===== src/rtl/rtc_pkg.sv =====
`default_nettype none
// ============================================================================
// Module      : rtc_pkg
// Description : Shared BCD limits, edit-state encodings and BCD helper
//               functions for the RTC calendar slice.
// Revision    : 1.0 - initial release
// ============================================================================
package rtc_pkg;

    // BCD field limits
    localparam logic [7:0]  c_BCD_59   = 8'h59;
    localparam logic [7:0]  c_BCD_23   = 8'h23;
    localparam logic [7:0]  c_BCD_12   = 8'h12;
    localparam logic [7:0]  c_BCD_31   = 8'h31;
    localparam logic [7:0]  c_BCD_30   = 8'h30;
    localparam logic [7:0]  c_BCD_29   = 8'h29;
    localparam logic [7:0]  c_BCD_28   = 8'h28;
    localparam logic [15:0] c_BCD_9999 = 16'h9999;

    // Edit-stage state encodings; any TIME_EDIT_* state drives hold high
    localparam int unsigned c_EDIT_STATE_W = 3;
    localparam logic [c_EDIT_STATE_W-1:0] c_EDIT_IDLE        = 3'd0;
    localparam logic [c_EDIT_STATE_W-1:0] c_TIME_EDIT_YEAR   = 3'd1;
    localparam logic [c_EDIT_STATE_W-1:0] c_TIME_EDIT_MONTH  = 3'd2;
    localparam logic [c_EDIT_STATE_W-1:0] c_TIME_EDIT_DAY    = 3'd3;
    localparam logic [c_EDIT_STATE_W-1:0] c_TIME_EDIT_HOUR   = 3'd4;
    localparam logic [c_EDIT_STATE_W-1:0] c_TIME_EDIT_MINUTE = 3'd5;
    localparam logic [c_EDIT_STATE_W-1:0] c_TIME_EDIT_SECOND = 3'd6;

    // True for any state in which the edit stage owns the time fields
    function automatic logic is_time_edit(input logic [c_EDIT_STATE_W-1:0] state);
        return (state >= c_TIME_EDIT_YEAR) && (state <= c_TIME_EDIT_SECOND);
    endfunction

    // Both nibbles are decimal digits
    function automatic logic bcd_ok8(input logic [7:0] v);
        return (v[7:4] <= 4'd9) && (v[3:0] <= 4'd9);
    endfunction

    // All four nibbles are decimal digits
    function automatic logic bcd_ok16(input logic [15:0] v);
        return bcd_ok8(v[15:8]) && bcd_ok8(v[7:0]);
    endfunction

    // Two-digit BCD increment (caller handles the field wrap)
    function automatic logic [7:0] bcd_inc8(input logic [7:0] v);
        if (v[3:0] == 4'd9) begin
            return {v[7:4] + 4'd1, 4'd0};
        end
        return {v[7:4], v[3:0] + 4'd1};
    endfunction

    // Four-digit ripple increment; 9999 naturally rolls to 0000
    function automatic logic [15:0] bcd_inc16(input logic [15:0] v);
        logic [15:0] r;
        logic        carry;
        r     = v;
        carry = 1'b1;
        for (int i = 0; i < 4; i++) begin
            if (carry) begin
                if (r[i*4 +: 4] == 4'd9) begin
                    r[i*4 +: 4] = 4'd0;
                end else begin
                    r[i*4 +: 4] = r[i*4 +: 4] + 4'd1;
                    carry       = 1'b0;
                end
            end
        end
        return r;
    endfunction

    // Two-digit BCD value divisible by 4, judged from the digits alone
    function automatic logic bcd_div4(input logic [3:0] tens, input logic [3:0] units);
        if (tens[0]) begin
            return (units == 4'd2) || (units == 4'd6);
        end
        return (units == 4'd0) || (units == 4'd4) || (units == 4'd8);
    endfunction

endpackage
`default_nettype wire


===== src/rtl/rtc_calendar_if.sv =====
`default_nettype none
// ============================================================================
// Module      : rtc_calendar_if
// Description : Tick/hold/load controls and BCD time/date bus between the
//               edit stage (master) and the calendar register (slave).
// Revision    : 1.0 - initial release
// ============================================================================
interface rtc_calendar_if;
    logic        tick_1hz;
    logic        hold;
    logic        load;
    logic [15:0] load_year;
    logic [7:0]  load_month;
    logic [7:0]  load_day;
    logic [7:0]  load_hour;
    logic [7:0]  load_minute;
    logic [7:0]  load_second;
    logic [15:0] year_bcd;
    logic [7:0]  month_bcd;
    logic [7:0]  day_bcd;
    logic [7:0]  hour_bcd;
    logic [7:0]  minute_bcd;
    logic [7:0]  second_bcd;
    logic        minute_pulse;
    logic        day_pulse;

    modport master (
        output tick_1hz, hold, load,
        output load_year, load_month, load_day, load_hour, load_minute, load_second,
        input  year_bcd, month_bcd, day_bcd, hour_bcd, minute_bcd, second_bcd,
        input  minute_pulse, day_pulse
    );

    modport slave (
        input  tick_1hz, hold, load,
        input  load_year, load_month, load_day, load_hour, load_minute, load_second,
        output year_bcd, month_bcd, day_bcd, hour_bcd, minute_bcd, second_bcd,
        output minute_pulse, day_pulse
    );
endinterface
`default_nettype wire


===== src/rtl/rtc_days_in_month.sv =====
`default_nettype none
// ============================================================================
// Module      : rtc_days_in_month
// Description : Combinational BCD month length with Gregorian leap rule.
// Revision    : 1.0 - initial release
// ============================================================================
module rtc_days_in_month
    import rtc_pkg::*;
(
    input  wire logic [7:0]  i_month_bcd,
    input  wire logic [15:0] i_year_bcd,
    output logic      [7:0]  o_days_max
);

    logic w_low_div4;
    logic w_high_div4;
    logic w_leap;

    // Century years (low pair 00) are leap only when the high pair divides by 4
    assign w_low_div4  = bcd_div4(i_year_bcd[7:4],   i_year_bcd[3:0]);
    assign w_high_div4 = bcd_div4(i_year_bcd[15:12], i_year_bcd[11:8]);
    assign w_leap      = (i_year_bcd[7:0] == 8'h00) ? w_high_div4 : w_low_div4;

    // Month length lookup; unknown months fall back to 31
    always_comb begin
        o_days_max = c_BCD_31;
        case (i_month_bcd)
            8'h04, 8'h06, 8'h09, 8'h11: o_days_max = c_BCD_30;
            8'h02:                      o_days_max = w_leap ? c_BCD_29 : c_BCD_28;
            default:                    o_days_max = c_BCD_31;
        endcase
    end

endmodule
`default_nettype wire


===== src/rtl/rtc_calendar.sv =====
`default_nettype none
// ============================================================================
// Module      : rtc_calendar
// Description : Free-running BCD time-of-day and calendar register with
//               sanitised load, hold and single-cycle ripple carry.
// Revision    : 1.0 - initial release
// ============================================================================
module rtc_calendar
    import rtc_pkg::*;
#(
    parameter logic [15:0] RESET_YEAR  = 16'h2024,
    parameter logic [7:0]  RESET_MONTH = 8'h01,
    parameter logic [7:0]  RESET_DAY   = 8'h01
) (
    input  wire logic    clk,
    input  wire logic    rst,
    rtc_calendar_if.slave bus
);

    logic [15:0] r_year;
    logic [7:0]  r_month, r_day, r_hour, r_minute, r_second;
    logic        r_minute_pulse, r_day_pulse;

    logic [7:0]  w_cur_days_max, w_ld_days_max;
    logic [15:0] w_ld_year;
    logic [7:0]  w_ld_month, w_ld_day_raw, w_ld_day, w_ld_hour, w_ld_minute, w_ld_second;
    logic        w_sec_wrap, w_min_wrap, w_hour_wrap, w_day_wrap, w_month_wrap;
    logic        w_carry_min, w_carry_hour, w_carry_day, w_carry_month, w_carry_year;

    // Month length of the running date (tick path)
    rtc_days_in_month u_dim_cur (
        .i_month_bcd (r_month),
        .i_year_bcd  (r_year),
        .o_days_max  (w_cur_days_max)
    );

    // Month length of the sanitised load date (clamp path)
    rtc_days_in_month u_dim_load (
        .i_month_bcd (w_ld_month),
        .i_year_bcd  (w_ld_year),
        .o_days_max  (w_ld_days_max)
    );

    // Bad digits or out-of-range values collapse to the field minimum
    assign w_ld_year    = bcd_ok16(bus.load_year) ? bus.load_year : 16'h0000;
    assign w_ld_month   = (bcd_ok8(bus.load_month) && bus.load_month >= 8'h01 &&
                           bus.load_month <= c_BCD_12) ? bus.load_month : 8'h01;
    assign w_ld_day_raw = (bcd_ok8(bus.load_day) && bus.load_day >= 8'h01 &&
                           bus.load_day <= c_BCD_31) ? bus.load_day : 8'h01;
    assign w_ld_day     = (w_ld_day_raw > w_ld_days_max) ? w_ld_days_max : w_ld_day_raw;
    assign w_ld_hour    = (bcd_ok8(bus.load_hour) && bus.load_hour <= c_BCD_23) ?
                          bus.load_hour : 8'h00;
    assign w_ld_minute  = (bcd_ok8(bus.load_minute) && bus.load_minute <= c_BCD_59) ?
                          bus.load_minute : 8'h00;
    assign w_ld_second  = (bcd_ok8(bus.load_second) && bus.load_second <= c_BCD_59) ?
                          bus.load_second : 8'h00;

    // Whole carry chain resolves combinationally so every field moves on one edge
    assign w_sec_wrap    = (r_second == c_BCD_59);
    assign w_min_wrap    = (r_minute == c_BCD_59);
    assign w_hour_wrap   = (r_hour   == c_BCD_23);
    assign w_day_wrap    = (r_day    == w_cur_days_max);
    assign w_month_wrap  = (r_month  == c_BCD_12);
    assign w_carry_min   = w_sec_wrap;
    assign w_carry_hour  = w_carry_min   & w_min_wrap;
    assign w_carry_day   = w_carry_hour  & w_hour_wrap;
    assign w_carry_month = w_carry_day   & w_day_wrap;
    assign w_carry_year  = w_carry_month & w_month_wrap;

    // Calendar state: rst > load > hold > tick
    always_ff @(posedge clk) begin
        r_minute_pulse <= 1'b0;
        r_day_pulse    <= 1'b0;
        if (rst) begin
            r_year   <= RESET_YEAR;
            r_month  <= RESET_MONTH;
            r_day    <= RESET_DAY;
            r_hour   <= 8'h00;
            r_minute <= 8'h00;
            r_second <= 8'h00;
        end else if (bus.load) begin
            r_year   <= w_ld_year;
            r_month  <= w_ld_month;
            r_day    <= w_ld_day;
            r_hour   <= w_ld_hour;
            r_minute <= w_ld_minute;
            r_second <= w_ld_second;
        end else if (!bus.hold && bus.tick_1hz) begin
            r_second       <= w_sec_wrap ? 8'h00 : bcd_inc8(r_second);
            r_minute_pulse <= w_carry_min;
            r_day_pulse    <= w_carry_day;
            if (w_carry_min) begin
                r_minute <= w_min_wrap ? 8'h00 : bcd_inc8(r_minute);
            end
            if (w_carry_hour) begin
                r_hour <= w_hour_wrap ? 8'h00 : bcd_inc8(r_hour);
            end
            if (w_carry_day) begin
                r_day <= w_day_wrap ? 8'h01 : bcd_inc8(r_day);
            end
            if (w_carry_month) begin
                r_month <= w_month_wrap ? 8'h01 : bcd_inc8(r_month);
            end
            if (w_carry_year) begin
                r_year <= (r_year == c_BCD_9999) ? 16'h0000 : bcd_inc16(r_year);
            end
        end
    end

    assign bus.year_bcd     = r_year;
    assign bus.month_bcd    = r_month;
    assign bus.day_bcd      = r_day;
    assign bus.hour_bcd     = r_hour;
    assign bus.minute_bcd   = r_minute;
    assign bus.second_bcd   = r_second;
    assign bus.minute_pulse = r_minute_pulse;
    assign bus.day_pulse    = r_day_pulse;

endmodule
`default_nettype wire


===== src/flat_wrapper.sv =====
// flat-port wrapper written by rule: the top's interface ports become plain ports
module rtc_calendar_flat import rtc_pkg::*;
#(
    parameter logic [15:0] RESET_YEAR  = 16'h2024,
    parameter logic [7:0]  RESET_MONTH = 8'h01,
    parameter logic [7:0]  RESET_DAY   = 8'h01
)
  (clk, rst, bus_tick_1hz, bus_hold, bus_load, bus_load_year, bus_load_month, bus_load_day, bus_load_hour, bus_load_minute, bus_load_second, bus_year_bcd, bus_month_bcd, bus_day_bcd, bus_hour_bcd, bus_minute_bcd, bus_second_bcd, bus_minute_pulse, bus_day_pulse);
  rtc_calendar_if bus_i ();
  input  wire logic clk;
  input  wire logic rst;
  input wire logic [$bits(bus_i.tick_1hz)-1:0] bus_tick_1hz;
  input wire logic [$bits(bus_i.hold)-1:0] bus_hold;
  input wire logic [$bits(bus_i.load)-1:0] bus_load;
  input wire logic [$bits(bus_i.load_year)-1:0] bus_load_year;
  input wire logic [$bits(bus_i.load_month)-1:0] bus_load_month;
  input wire logic [$bits(bus_i.load_day)-1:0] bus_load_day;
  input wire logic [$bits(bus_i.load_hour)-1:0] bus_load_hour;
  input wire logic [$bits(bus_i.load_minute)-1:0] bus_load_minute;
  input wire logic [$bits(bus_i.load_second)-1:0] bus_load_second;
  output wire logic [$bits(bus_i.year_bcd)-1:0] bus_year_bcd;
  output wire logic [$bits(bus_i.month_bcd)-1:0] bus_month_bcd;
  output wire logic [$bits(bus_i.day_bcd)-1:0] bus_day_bcd;
  output wire logic [$bits(bus_i.hour_bcd)-1:0] bus_hour_bcd;
  output wire logic [$bits(bus_i.minute_bcd)-1:0] bus_minute_bcd;
  output wire logic [$bits(bus_i.second_bcd)-1:0] bus_second_bcd;
  output wire logic [$bits(bus_i.minute_pulse)-1:0] bus_minute_pulse;
  output wire logic [$bits(bus_i.day_pulse)-1:0] bus_day_pulse;
  assign bus_i.tick_1hz = bus_tick_1hz;
  assign bus_i.hold = bus_hold;
  assign bus_i.load = bus_load;
  assign bus_i.load_year = bus_load_year;
  assign bus_i.load_month = bus_load_month;
  assign bus_i.load_day = bus_load_day;
  assign bus_i.load_hour = bus_load_hour;
  assign bus_i.load_minute = bus_load_minute;
  assign bus_i.load_second = bus_load_second;
  assign bus_year_bcd = bus_i.year_bcd;
  assign bus_month_bcd = bus_i.month_bcd;
  assign bus_day_bcd = bus_i.day_bcd;
  assign bus_hour_bcd = bus_i.hour_bcd;
  assign bus_minute_bcd = bus_i.minute_bcd;
  assign bus_second_bcd = bus_i.second_bcd;
  assign bus_minute_pulse = bus_i.minute_pulse;
  assign bus_day_pulse = bus_i.day_pulse;
  rtc_calendar #(.RESET_YEAR(RESET_YEAR), .RESET_MONTH(RESET_MONTH), .RESET_DAY(RESET_DAY)) u_core (.clk(clk), .rst(rst), .bus(bus_i));
endmodule

===== config.mk =====
export PLATFORM = sky130hd
export DESIGN_NAME = rtc_calendar_flat
export DESIGN_NICKNAME = d
export VERILOG_FILES = /design/src/rtl/rtc_pkg.sv /design/src/rtl/rtc_calendar_if.sv /design/src/rtl/rtc_days_in_month.sv /design/src/rtl/rtc_calendar.sv /design/src/flat_wrapper.sv
export SDC_FILE = /design/constraint.sdc
export NUM_CORES = 1
export LEC_CHECK = 0
export CAP_MARGIN = 10
export CORE_ASPECT_RATIO = 0.8
export CORE_MARGIN = 3
export CORE_UTILIZATION = 54
export DETAILED_ROUTE_END_ITERATION = 6
export GPL_TIMING_DRIVEN = 1
export HOLD_SLACK_MARGIN = 0.1
export PLACE_DENSITY = 0.95
export SETUP_SLACK_MARGIN = 0.4
export SLEW_MARGIN = 10
export SYNTH_ARGS = -nofsm -noshare
export SYNTH_HDL_FRONTEND = slang
export SYNTH_HIERARCHICAL = 1
export SYNTH_SLANG_ARGS = --single-unit

===== constraint.sdc =====
create_clock -name clk -period 7.7 [get_ports clk]
set_input_delay 1.155 -clock clk [delete_from_list [all_inputs] [get_ports clk]]
set_output_delay 1.155 -clock clk [all_outputs]
set_load 0.005 [all_outputs]

# Yosys cells after proc, flatten, opt, wreduce, memory -nomap -nowiden
# Cells that the tools add are included.
# Widths: inputs -> output; s select.
# totals
register_bits	58
inputBits	61
word_cells	269
# op_classes
addsub	14
order_cmp	22
eq_ne	41
n_mux	106
n_bitwise	5
n_reduce_logical	65
# op_table
op	n
$mux 8	35
$mux 16	5
$mux 1	57
$add 4x1->4 const B	14
$le 4x4->1 const B	14
$eq 4x4->1 const B	13
$eq 4x3->1 const B	8
$eq 8x3->1 const B	4
$mux 4	7
$eq 8x5->1 const B	3
$reduce_bool 3->1	8
$reduce_and 3->1	7
$pmux 5 s2	2
$eq 16x16->1 const B	1
$eq 4x2->1 const B	4
$eq 8x2->1 const B	2
$eq 8x4->1 const B	2
$eq 8x7->1 const B	2
$ge 8x1->1 const B	2
$le 8x6->1 const B	2
$le 8x7->1 const B	2
$logic_and 1x1->1	16
$logic_not 4->1	4
$logic_not 8->1	2
12 further kinds	37

# Logic depth before layout (Yosys ltp)
# Gate-level depths: netlist (run 1).
# depth
word_depth	29
mapped_depth	16
depth_no_buf	15

# By module
# Netlist (run 1), hierarchy kept.
# by_module_without_submodules
module	n_inst	cells_each	area_each_um2
rtc_calendar	1	549	4272.8
rtc_days_in_month	2	25	172.7

# Least setup slack after synthesis (run 1)
# OpenSTA, ideal clock, no wires.
# synth_timing
path_type	input to register
start	input port bus_load_month[2]
end	register u_core.r_day[2] (netlist: u_core/bus.day_bcd[2])
setup_ps	95
t_arrival_ps	3963
setup_slack_ps	3641
cell_stages	14
cell_sequence	a2111oi_0 and3_1 nand2b_1 nor3_1 and4b_1 inv_1 ha_1 nand4_1 nor2_1 a211oi_1 or2_2 clkbuf_1 o21ai_0 a221oi_1
# synth_via
elab_chain_len	11
word_cells_on_any_way	17
cone_classes	4 x order compare; 5 x eq/ne; 4 x mux; 4 x reduce/logical
# synth_rtl
item	line_no	text
start: declaration	flat_wrapper.sv:16	input wire logic [$bits(bus_i.load_month)-1:0] bus_load_month;
parallel branches: the longest is 3 deep, another holds $ge 8x1->1	--	
$logic_and 1x1->1 *	rtc_calendar.sv:46	assign w_ld_month = (bcd_ok8(bus.load_month) && bus.load_month >= 8'h01 &&
$mux 8 *	rtc_calendar.sv:47	bus.load_month <= c_BCD_12) ? bus.load_month : 8'h01;
net u_core.w_ld_month[0]	rtc_calendar.sv:26	logic [7:0] w_ld_month, w_ld_day_raw, w_ld_day, w_ld_hour, w_ld_minute, w_ld_second;
$eq 8x3->1, or another cell as far along	rtc_days_in_month.sv:27	case (i_month_bcd)
$reduce_or 4->1	rtc_days_in_month.sv:27	
$pmux 5 s2 *	rtc_days_in_month.sv:27	
net u_core.w_ld_days_max[3]	rtc_calendar.sv:24	logic [7:0] w_cur_days_max, w_ld_days_max;
$gt 8x6->1 *	rtc_calendar.sv:50	assign w_ld_day = (w_ld_day_raw > w_ld_days_max) ? w_ld_days_max : w_ld_day_raw;
$mux 8 *	rtc_calendar.sv:50	
$mux 8 *	rtc_calendar.sv:81	end else if (bus.load) begin
end signal: assignment	rtc_calendar.sv:84	r_day <= w_ld_day;
end signal: assignment	rtc_calendar.sv:99	r_day <= w_day_wrap ? 8'h01 : bcd_inc8(r_day);
end: declaration	rtc_calendar.sv:21	logic [7:0] r_month, r_day, r_hour, r_minute, r_second;
# Mark *: on every way through the listed nets, which the timed path passes.
# A chain may end at the register's enable or synchronous reset.

# Final worst setup path (run 1)
# layout_timing
start	input port bus_load_month[3]
end	register u_core.r_day[2] (netlist: u_core/bus.day_bcd[2])
# Same word-level chain as after synthesis.

==> impl_results.md, run 1 <==
- Critical Path End Type: register
- CTS tree: built
- Family with the most delay on the worst path: compound AO/OA/AOI/OAI gates
- Die area: 0.00967 mm²
- CP most frequent cell: o211ai_1
- Status: finished, final reports clean
- Post-CTS Setup Bufs: 0
- Pleak: 0.00229 µW
- Yosys warns: 6
- Crit path buf inv count: 1
- I/O Buffers: 118
- RePlAce Congestion: 0.921
- Clk_lat worst skew: 330 ps
- Hold Path Depth: 2
- Layout fillers: 599
- Syn Area/Cell: 7.72 µm²
- Worst slew pin tran: 1010 ps
- Post_cts resized: 0
- Total GRT Usage: 0.294
- Root buf cell: clkbuf_8
- First-pass GRT wire length: 23100 µm
- Chip height: 88.5 µm
- FF-to-FF End: u_core/bus.year_bcd[11]$_SDFFE_PP0P_
- Sink Count: 58
- Max cap viols: 0
- Logic gate share of total power: 0.226
- Drt wl/cell: 17.4 µm
- Antenna Nets Post-Route: 0
- Crit start category: input port
- Gr ovfl total: 0
- Syn Inst Count: 596
- Net Switching: 240 µW
- Cts bufs inserted: 9
- Cts-stage hold buffer count: 0
- Antenna violations before repair: 0
- DRC viols: 0
- Slowest stage cell, crit path: a211oi_1
- Clock slew at reported path FFs: 60 ps
- Crit path required time: 7940 ps
- HPWL after DPL: 10500 µm
- Worst slew margin: 0.326
- Register area: 0.00116 mm²
- R2R cell count: 9
- Die Width: 109 µm
- Crit path kind: input port to register
- Max Slew Vio Count: 0
- Area delta synth->final: 31.2%
- Endpoints failing setup: 0
- Pint: 597 µW
- Initial Utilization: 0.568
- Pin count of the biggest net entering global routing: 54
- Critical path, cell by cell: clkdlybuf4s50_1 > a2111oi_0 > and3_1 > nand2b_1 > nor3_1 > and4b_1 > a22oi_2 > ha_1 > nor2b_1 > o211ai_1 > a211oi_1 > or2_2 > o211ai_1 > a221oi_1
- Worst hold path class: register to register
- Fmax: 210 MHz
- Row count: 29
- Flop pwr share: 0.400
- Multi-input gate area: 0.00323 mm²
- Hold Path End: u_core/bus.hour_bcd[5]$_SDFFE_PP0P_
- Placed Instances: 803
- Critical R2R Launch: u_core/bus.month_bcd[0]$_SDFFE_PP1P_
- Crit Path Max Fanout: 7
- Clk pwr share: 0.374
- Final nets: 798
- Sw Share: 0.287
- Non-Filler Instances: 819
- Antenna diodes: 0
- Peak VDD IR: 83.4 µV
- Final Hold Viols: 0
- PD cells: 139 mW/mm²
- Share of cells above drive strength 1: 0.0633
- Setup Skew: 10.2 ps
- Via count of the routed design: 5255
- WL final: 14200 µm
- Mapped cell area: 0.00460 mm²
- DRT iter0 DRCs: 602
- # H-tree levels: 3
- Tmin final: 4750 ps
- Vias per cell: 6.42
- # IOs: 119
- RSZ-0062 raised after global routing: no
- Crit path DAT: 4990 ps
- Final period util: 0.617
- Peak per-stage delay on the critical path: 520 ps
- Flop2flop setup slack: 4550 ps
- Drt first pass iters: 5
- Clk buf depth: 2
- Vias in the first global route: 4883
- Core footprint: 0.00809 mm²
- Total negative slack: 0 ps
- Hold wc startpoint: u_core/bus.hour_bcd[5]$_SDFFE_PP0P_
-- how the worst max path moves through the flow --
| stage | startpoint | endpoint | cells after the start |
|---|---|---|---|
| global route | bus_load_year[3] | u_core/bus.day_bcd[2]$_SDFFE_PP0P_ | 15 |
| finish | bus_load_month[3] | u_core/bus.day_bcd[2]$_SDFFE_PP0P_ | 14 |
| CTS | bus_load_month[3] | u_core/bus.day_bcd[2]$_SDFFE_PP0P_ | 14 |
| floorplan | bus_load_month[2] | u_core/bus.day_bcd[2]$_SDFFE_PP0P_ | 14 |
| detailed placement | bus_load_month[3] | u_core/bus.day_bcd[2]$_SDFFE_PP0P_ | 14 |
| global placement | bus_load_month[2] | u_core/bus.day_bcd[2]$_SDFFE_PP0P_ | 15 |
-- per-stage QoR --
stage	util	instance area (µm²)	total power, µW	hold WS [ps]	setup WS [ps]
3_3_place_gp	0.718	5810	514	510	3100
3_5_place_dp	0.718	5810	524	548	2740
5_1_grt	0.746	6030	876	578	2810
6_report	0.746	6030	837	559	2950
2_1_floorplan	-	4640	439	503	3640
4_1_cts	0.745	6030	835	557	3080
-- tightest hold or removal path, delay by kind of cell (launching register included) --
kind,cells,cell delay (ps)
DFF,1,350
and+or+nand+nor,1,110
AOI/OAI and AO/OA,1,50
-- state kept, by name, summed over array words and instances (netlist names) --
signal / flops
u_core/bus.day_pulse: 1
u_core/bus.second_bcd: 8
u_core/bus.day_bcd: 8
u_core/bus.month_bcd: 8
u_core/bus.year_bcd: 16
u_core/bus.minute_pulse: 1
u_core/bus.hour_bcd: 8
u_core/bus.minute_bcd: 8
-- metal layers --
| layer | track usage | wire length (µm) | vias to the layer above | share of wire |
|---|---|---|---|---|
| met1 | 0.375 | 5800 | 2451 | 0.41 |
| met4 | 0.0827 | 236 | 0 | 0.017 |
| li1 | - | - | 2408 | - |
| met2 | 0.498 | 6750 | 358 | 0.47 |
| met3 | 0.0708 | 1460 | 38 | 0.10 |
| met5 | 0 | 0 | - | 0 |
-- placed cells by master, fill, tap and decap left out, types with 5 or more instances in the layout --
cell               n
conb_1            15
a31oi_1            5
and3_1             8
a21o_1             7
nand3_1           20
nand2b_1          10
a21oi_1           46
o21ai_0           27
a32o_1             6
nand3b_1          11
clkbuf_8          10
nor2b_1            7
o21a_1             7
nand2_1           25
xor2_1            17
nor4_1            13
a211oi_1          25
nand4_1            6
ha_1              31
a22oi_1            7
nor2_1            68
inv_1             25
clkdlybuf4s50_1  116
and2_1            23
nor3_1            29
dfxtp_1           58
o21ai_1            6
o211ai_1           5
-- power by group through the flow --
| stage | logic, µW | clock network [µW] | registers (µW) |
|---|---|---|---|
| floorplan | 102 | 0 | 337 |
| global placement | 174 | 0 | 340 |
| CTS | 184 | 317 | 334 |
| global route | 205 | 334 | 338 |
| finish | 189 | 313 | 335 |
| detailed placement | 183 | 0 | 341 |
-- area by class of cell --
| type | instances | share of cell area |
|---|---|---|
| multi-input cells | 491 | 0.536 |
| repair buffers | 120 | 0.197 |
| flip-flops and latches | 58 | 0.192 |
| clock buffers | 11 | 0.0234 |
| well taps | 108 | 0.0224 |
| inverters | 26 | 0.0162 |
| clock inverters | 5 | 0.0129 |
Note: power is estimated with default switching activity, not from simulation.
==> inputs of run 2 (changes only) <==
--- a/config.mk
+++ b/config.mk
@@ -8,11 +8,11 @@
 export CAP_MARGIN = 10
 export CORE_ASPECT_RATIO = 0.8
 export CORE_MARGIN = 3
-export CORE_UTILIZATION = 54
+export CORE_UTILIZATION = 45
 export DETAILED_ROUTE_END_ITERATION = 6
 export GPL_TIMING_DRIVEN = 1
 export HOLD_SLACK_MARGIN = 0.1
-export PLACE_DENSITY = 0.95
+export PLACE_DENSITY = 0.85
 export SETUP_SLACK_MARGIN = 0.4
 export SLEW_MARGIN = 10
 export SYNTH_ARGS = -nofsm -noshare
==> constraint.sdc (replaced) <==
create_clock -name clk -period 4.1 [get_ports clk]
set_input_delay 0.615 -clock clk [delete_from_list [all_inputs] [get_ports clk]]
set_output_delay 0.615 -clock clk [all_outputs]
set_load 0.005 [all_outputs]
==> impl_results.md, run 2 (synthesis gave the netlist of run 1 again) <==
- Worst slew pin tran: 1190 ps
- I/O Buffers: 118
- Critical R2R Launch: u_core/bus.month_bcd[0]$_SDFFE_PP1P_
- Total GRT Usage: 0.235
- Clock slew at reported path FFs: 50 ps
- GRT met2 Usage: 0.402
- DRC viols: 0
- # IOs: 119
- Core footprint: 0.00981 mm²
- Vias per cell: 5.97
- Fmax: 277 MHz
- Cts bufs inserted: 9
- Gr ovfl total: 0
- Antenna violations before repair: 0
- Peak per-stage delay on the critical path: 440 ps
- Endpoints failing setup: 0
- Max cap viols: 0
- Layout fillers: 809
- Crit Path Max Fanout: 5
- Final Hold Viols: 0
- Via count of the routed design: 5090
- Met1 usage: 0.294
- RePlAce Congestion: 0.917
- Worst hold path class: register to register
- FF-to-FF End: u_core/bus.year_bcd[2]$_SDFFE_PP1P_
- Total placed instance area: 0.00587 mm²
- Max reg flops: 16
- Drt wl/cell: 16.5 µm
- Share of cells above drive strength 1: 0.0922
- Setup Skew: 8.88 ps
- Final Cell Area: 0.00628 mm²
- Root buf cell: clkbuf_16
- Chip height: 96.4 µm
- Top Usage Layer GRT: met2
- Crit path kind: input port to register
- Flop2flop setup slack: 1110 ps
- Worst slew margin: 0.202
- CP most frequent cell: buf_4
- DRT iter0 DRCs: 546
- CTS tree: built
- Commonest non-fill, non-tap cell in the layout: clkdlybuf4s50_1
- Antenna Nets Post-Route: 0
- Crit path DAT: 3800 ps
- Pin count of the biggest net entering global routing: 52
- Clk_lat worst skew: 320 ps
- WL final: 14100 µm
- Power Total: 1760 µW
- Critical path, cell by cell: clkdlybuf4s50_1 > a2111oi_2 > and3_4 > buf_4 > and2_1 > nor2_1 > a32o_1 > a22oi_2 > ha_1 > nand4_1 > nor2_2 > a211oi_2 > buf_4 > nor4_2 > a311oi_2 > a21oi_1
- Hold Path Depth: 2
- PD cells: 280 mW/mm²
- Status: finished, final reports clean
- Hold Path End: u_core/bus.year_bcd[15]$_SDFFE_PP0P_
- Hold wc startpoint: u_core/bus.year_bcd[15]$_SDFFE_PP0P_
- Die area: 0.0115 mm²
- Max Slew Vio Count: 0
- Drt first pass iters: 6
- Tmin final: 3610 ps
- Met3 Track Usage GR: 0.0553
- Critical Path End Type: register
- Clk buf depth: 2
- Crit start category: input port
- Crit path required time: 4290 ps
- Hold_ws: 552 ps
- Commonest non-fill, non-tap cells in the layout: clkdlybuf4s50_1 (113), nor2_1 (67), dfxtp_1 (58)
- Row count: 32
- Final period util: 0.881
- R2R cell count: 9
- Slowest stage cell, crit path: clkdlybuf4s50_1
- Vias in the first global route: 4818
- Peak VDD IR: 285 µV
- Die Width: 119 µm
- Antenna diodes: 0
- # H-tree levels: 3
- Area delta synth->final: 36.5%
- Sink Count: 58
- RSZ-0062 raised after global routing: yes
- Pleak: 0.00240 µW
- HPWL after DPL: 10100 µm
- Cts-stage hold buffer count: 0
- First-pass GRT wire length: 22400 µm
- Initial Utilization: 0.469
- Final nets: 803
-- run 2: worst max-delay path, delay by kind of cell --
kind	cells	cell delay, ps
AOI/OAI and AO/OA	6	1470
adders and majority gates	1	250
buffers and inverters	3	740
and+or+nand+nor	6	690
-- run 2: layout make-up --
cell class | count | area, µm² | share of cell area
Clock inverter | 4 | 48.8 | 0.00777
Inverter | 26 | 97.6 | 0.0155
Multi-Input combinational cell | 491 | 3300 | 0.526
Clock buffer | 12 | 267 | 0.0425
Tap cell | 136 | 170 | 0.0271
Sequential cell | 58 | 1160 | 0.185
Timing Repair Buffer | 125 | 1230 | 0.196
-- run 2: timing repair --
action	in CTS	in global routing
buffers inserted	1	1
pin swaps	2	10
resized for setup	7	17
endpoints found under the setup margin	5	6
-- run 2: layer usage --
layer  share of wire  wire length, µm
met4           0.015              216
met5               0                0
met1            0.44             6210
met2            0.47             6580
met3           0.077             1090
-- run 2: report_power, final --
part / leakage (µW) / internal, µW / switching, µW
combinational: 0.00177 / 182 / 177
clock: 0.000159 / 518 / 251
sequential: 0.000474 / 588 / 42.6
-- run 2: worst max-delay path by stage --
stage | cells past startpoint | slack [ps] | to | startpoint
6_report | 16 | 490 | u_core/bus.day_bcd[5]$_SDFFE_PP0P_ | bus_load_month[5]
5_1_grt | 15 | 350 | u_core/bus.day_bcd[2]$_SDFFE_PP0P_ | bus_load_month[5]
4_1_cts | 16 | 400 | u_core/bus.day_bcd[2]$_SDFFE_PP0P_ | bus_load_year[14]
3_5_place_dp | 14 | -130 | u_core/bus.day_bcd[5]$_SDFFE_PP0P_ | bus_load_month[2]
3_3_place_gp | 14 | 150 | u_core/bus.day_bcd[4]$_SDFFE_PP0P_ | bus_load_month[2]
2_1_floorplan | 14 | 580 | u_core/bus.day_bcd[2]$_SDFFE_PP0P_ | bus_load_month[2]
-- run 2: metrics by stage --
| step | util | instances | worst slack, ps | TNS (ps) |
|---|---|---|---|---|
| after floorplan | - | 606 | 581 | 0 |
| after global placement | 0.598 | 834 | 146 | 0 |
| after detailed placement | 0.598 | 834 | -135 | -286 |
| after CTS | 0.633 | 851 | 401 | 0 |
| after global routing | 0.640 | 852 | 354 | 0 |
| final | 0.640 | 852 | 487 | 0 |
==> inputs of run 3 (changes only) <==
--- a/config.mk
+++ b/config.mk
@@ -13,6 +13,7 @@
 export GPL_TIMING_DRIVEN = 1
 export HOLD_SLACK_MARGIN = 0.1
 export PLACE_DENSITY = 0.85
+export RECOVER_POWER = 50
 export SETUP_SLACK_MARGIN = 0.4
 export SLEW_MARGIN = 10
 export SYNTH_ARGS = -nofsm -noshare
==> impl_results.md, run 3 (synthesis gave the netlist of run 1 again) <==
- Status: finished, final reports clean
- Crit path kind: input port to register
- HPWL after DPL: 10100 µm
- Antenna diodes: 0
- Commonest non-fill, non-tap cell in the layout: nor2_1
- Antenna violations before repair: 0
- Die area: 0.0115 mm²
- Worst hold path class: register to register
- Crit path required time: 4350 ps
- Flop2flop setup slack: 1110 ps
- Endpoints failing setup: 0
- Final Hold Viols: 0
- R2R cell count: 9
- Final Cell Area: 0.00627 mm²
- Hold wc startpoint: u_core/bus.year_bcd[15]$_SDFFE_PP0P_
- Pleak: 0.00254 µW
- Area delta synth->final: 36.4%
- Share of cells above drive strength 1: 0.0894
- Die Width: 119 µm
- Vias in the first global route: 4818
- RePlAce Congestion: 0.917
- CTS tree: built
- Setup ws final: 471 ps
- WL final: 14000 µm
- GRT met2 Usage: 0.402
- First-pass GRT wire length: 22400 µm
- Met3 Track Usage GR: 0.0553
- Total GRT Usage: 0.235
- Via count of the routed design: 5100
- PD cells: 279 mW/mm²
- Crit start category: input port
- Total placed instance area: 0.00587 mm²
- Antenna Nets Post-Route: 0
- # H-tree levels: 3
- Hold Path End: u_core/bus.year_bcd[15]$_SDFFE_PP0P_
- Met1 usage: 0.294
- Core footprint: 0.00981 mm²
- Final nets: 803
- Chip height: 96.4 µm
- Critical Path End Type: register
- Tmin final: 3630 ps
- Clk_lat worst skew: 320 ps
- Crit path DAT: 3880 ps
- Max cap viols: 0
- Fmax: 276 MHz
- Crit Path Max Fanout: 5
- Total negative slack: 0 ps
- Dpl ws: -135 ps
- Max reg flops: 16
- # IOs: 119
- Hold Path Depth: 2
- Max Slew Vio Count: 0
- Peak VDD IR: 284 µV
- Fin util: 0.639
- DRT iter0 DRCs: 538
- Clk buf depth: 2
- Clock slew at reported path FFs: 50 ps
- I/O Buffers: 118
- Top Usage Layer GRT: met2
- Final period util: 0.885
- Worst slew pin tran: 1300 ps
- Gr ovfl total: 0
- FF-to-FF End: u_core/bus.year_bcd[2]$_SDFFE_PP1P_
- Initial Utilization: 0.469
- Sink Count: 58
- Row count: 32
- Setup Skew: 8.39 ps
- Vias per cell: 5.99
- Pin count of the biggest net entering global routing: 52
- Hold_ws: 549 ps
- RSZ-0062 raised after global routing: yes
- Critical R2R Launch: u_core/bus.month_bcd[0]$_SDFFE_PP1P_
- Worst slew margin: 0.132
- DRC viols: 0
- Root buf cell: clkbuf_16
- Drt first pass iters: 6
- Drt wl/cell: 16.5 µm
- Commonest non-fill, non-tap cells in the layout: nor2_1 (67), clkdlybuf4s50_1 (58), dfxtp_1 (58)
- Cts bufs inserted: 9
[run 3: cell types whose count changed in the layout (fill, tap and decap cells not counted), sizes merged]
cell and delta:
clkdlybuf4s50 -55, buf -2, dlygate4sd3 +55, clkbuf +2
[run 3: layout make-up]
cell class | count | area [µm²]
clock buffer | 12 | 267
clock inverter | 4 | 48.8
inverter | 26 | 97.6
fill | 811 | 3540
tap | 136 | 170
multi-input combinational | 491 | 3300
sequential | 58 | 1160
timing repair buffer | 125 | 1230
[run 3: worst max-delay path by stage]
| stage | depth (start not counted) | slack (ps) | start | end |
|---|---|---|---|---|
| after CTS | 16 | 400 | bus_load_year[14] | u_core/bus.day_bcd[2]$_SDFFE_PP0P_ |
| after global placement | 14 | 150 | bus_load_month[2] | u_core/bus.day_bcd[4]$_SDFFE_PP0P_ |
| after floorplan | 14 | 580 | bus_load_month[2] | u_core/bus.day_bcd[2]$_SDFFE_PP0P_ |
| final | 16 | 470 | bus_load_month[5] | u_core/bus.day_bcd[4]$_SDFFE_PP0P_ |
| after global routing | 16 | 340 | bus_load_month[5] | u_core/bus.day_bcd[3]$_SDFFE_PP0P_ |
| after detailed placement | 14 | -130 | bus_load_month[2] | u_core/bus.day_bcd[5]$_SDFFE_PP0P_ |
[run 3: through the flow]
stage                     cells  total power [µW]
after floorplan             606               824
after global placement      834               970
after detailed placement    834               982
after CTS                   851              1760
after global routing        852              1830
final                       852              1750
[run 3: per-layer routing]
metal	share of wire	up-vias	routed length (µm)
met2	0.47	222	6590
met5	0	-	0
li1	-	2431	-
met4	0.016	0	223
met1	0.44	2426	6150
met3	0.077	21	1070
[run 3: worst max-delay path, stage by stage]
cell             delay, ps
clkdlybuf4s50_1        440
a2111oi_2              360
and3_4                 280
buf_4                  120
and2_1                 160
nor2_1                  60
a32o_1                 270
a22oi_2                220
ha_1                   190
nor2b_2                 40
o211ai_1               230
a211oi_2               120
buf_4                  170
nor4_1                 340
a311oi_1                90
a21oi_1                170
[run 3: what timing repair did]
action	CTS	global route
gates resized for setup	7	17
pin swaps	2	10
hold buffers	0	0
setup endpoints to repair	5	6
endpoints found under the hold margin	0	0
setup buffers	1	1
[run 3: power by group]
| part | internal [µW] | total (µW) | switching (µW) |
|---|---|---|---|
| Sequential | 588 | 630 | 41.6 |
| Combinational | 173 | 351 | 177 |
| Clock | 518 | 772 | 254 |
| Total | 1280 | 1750 | 473 |
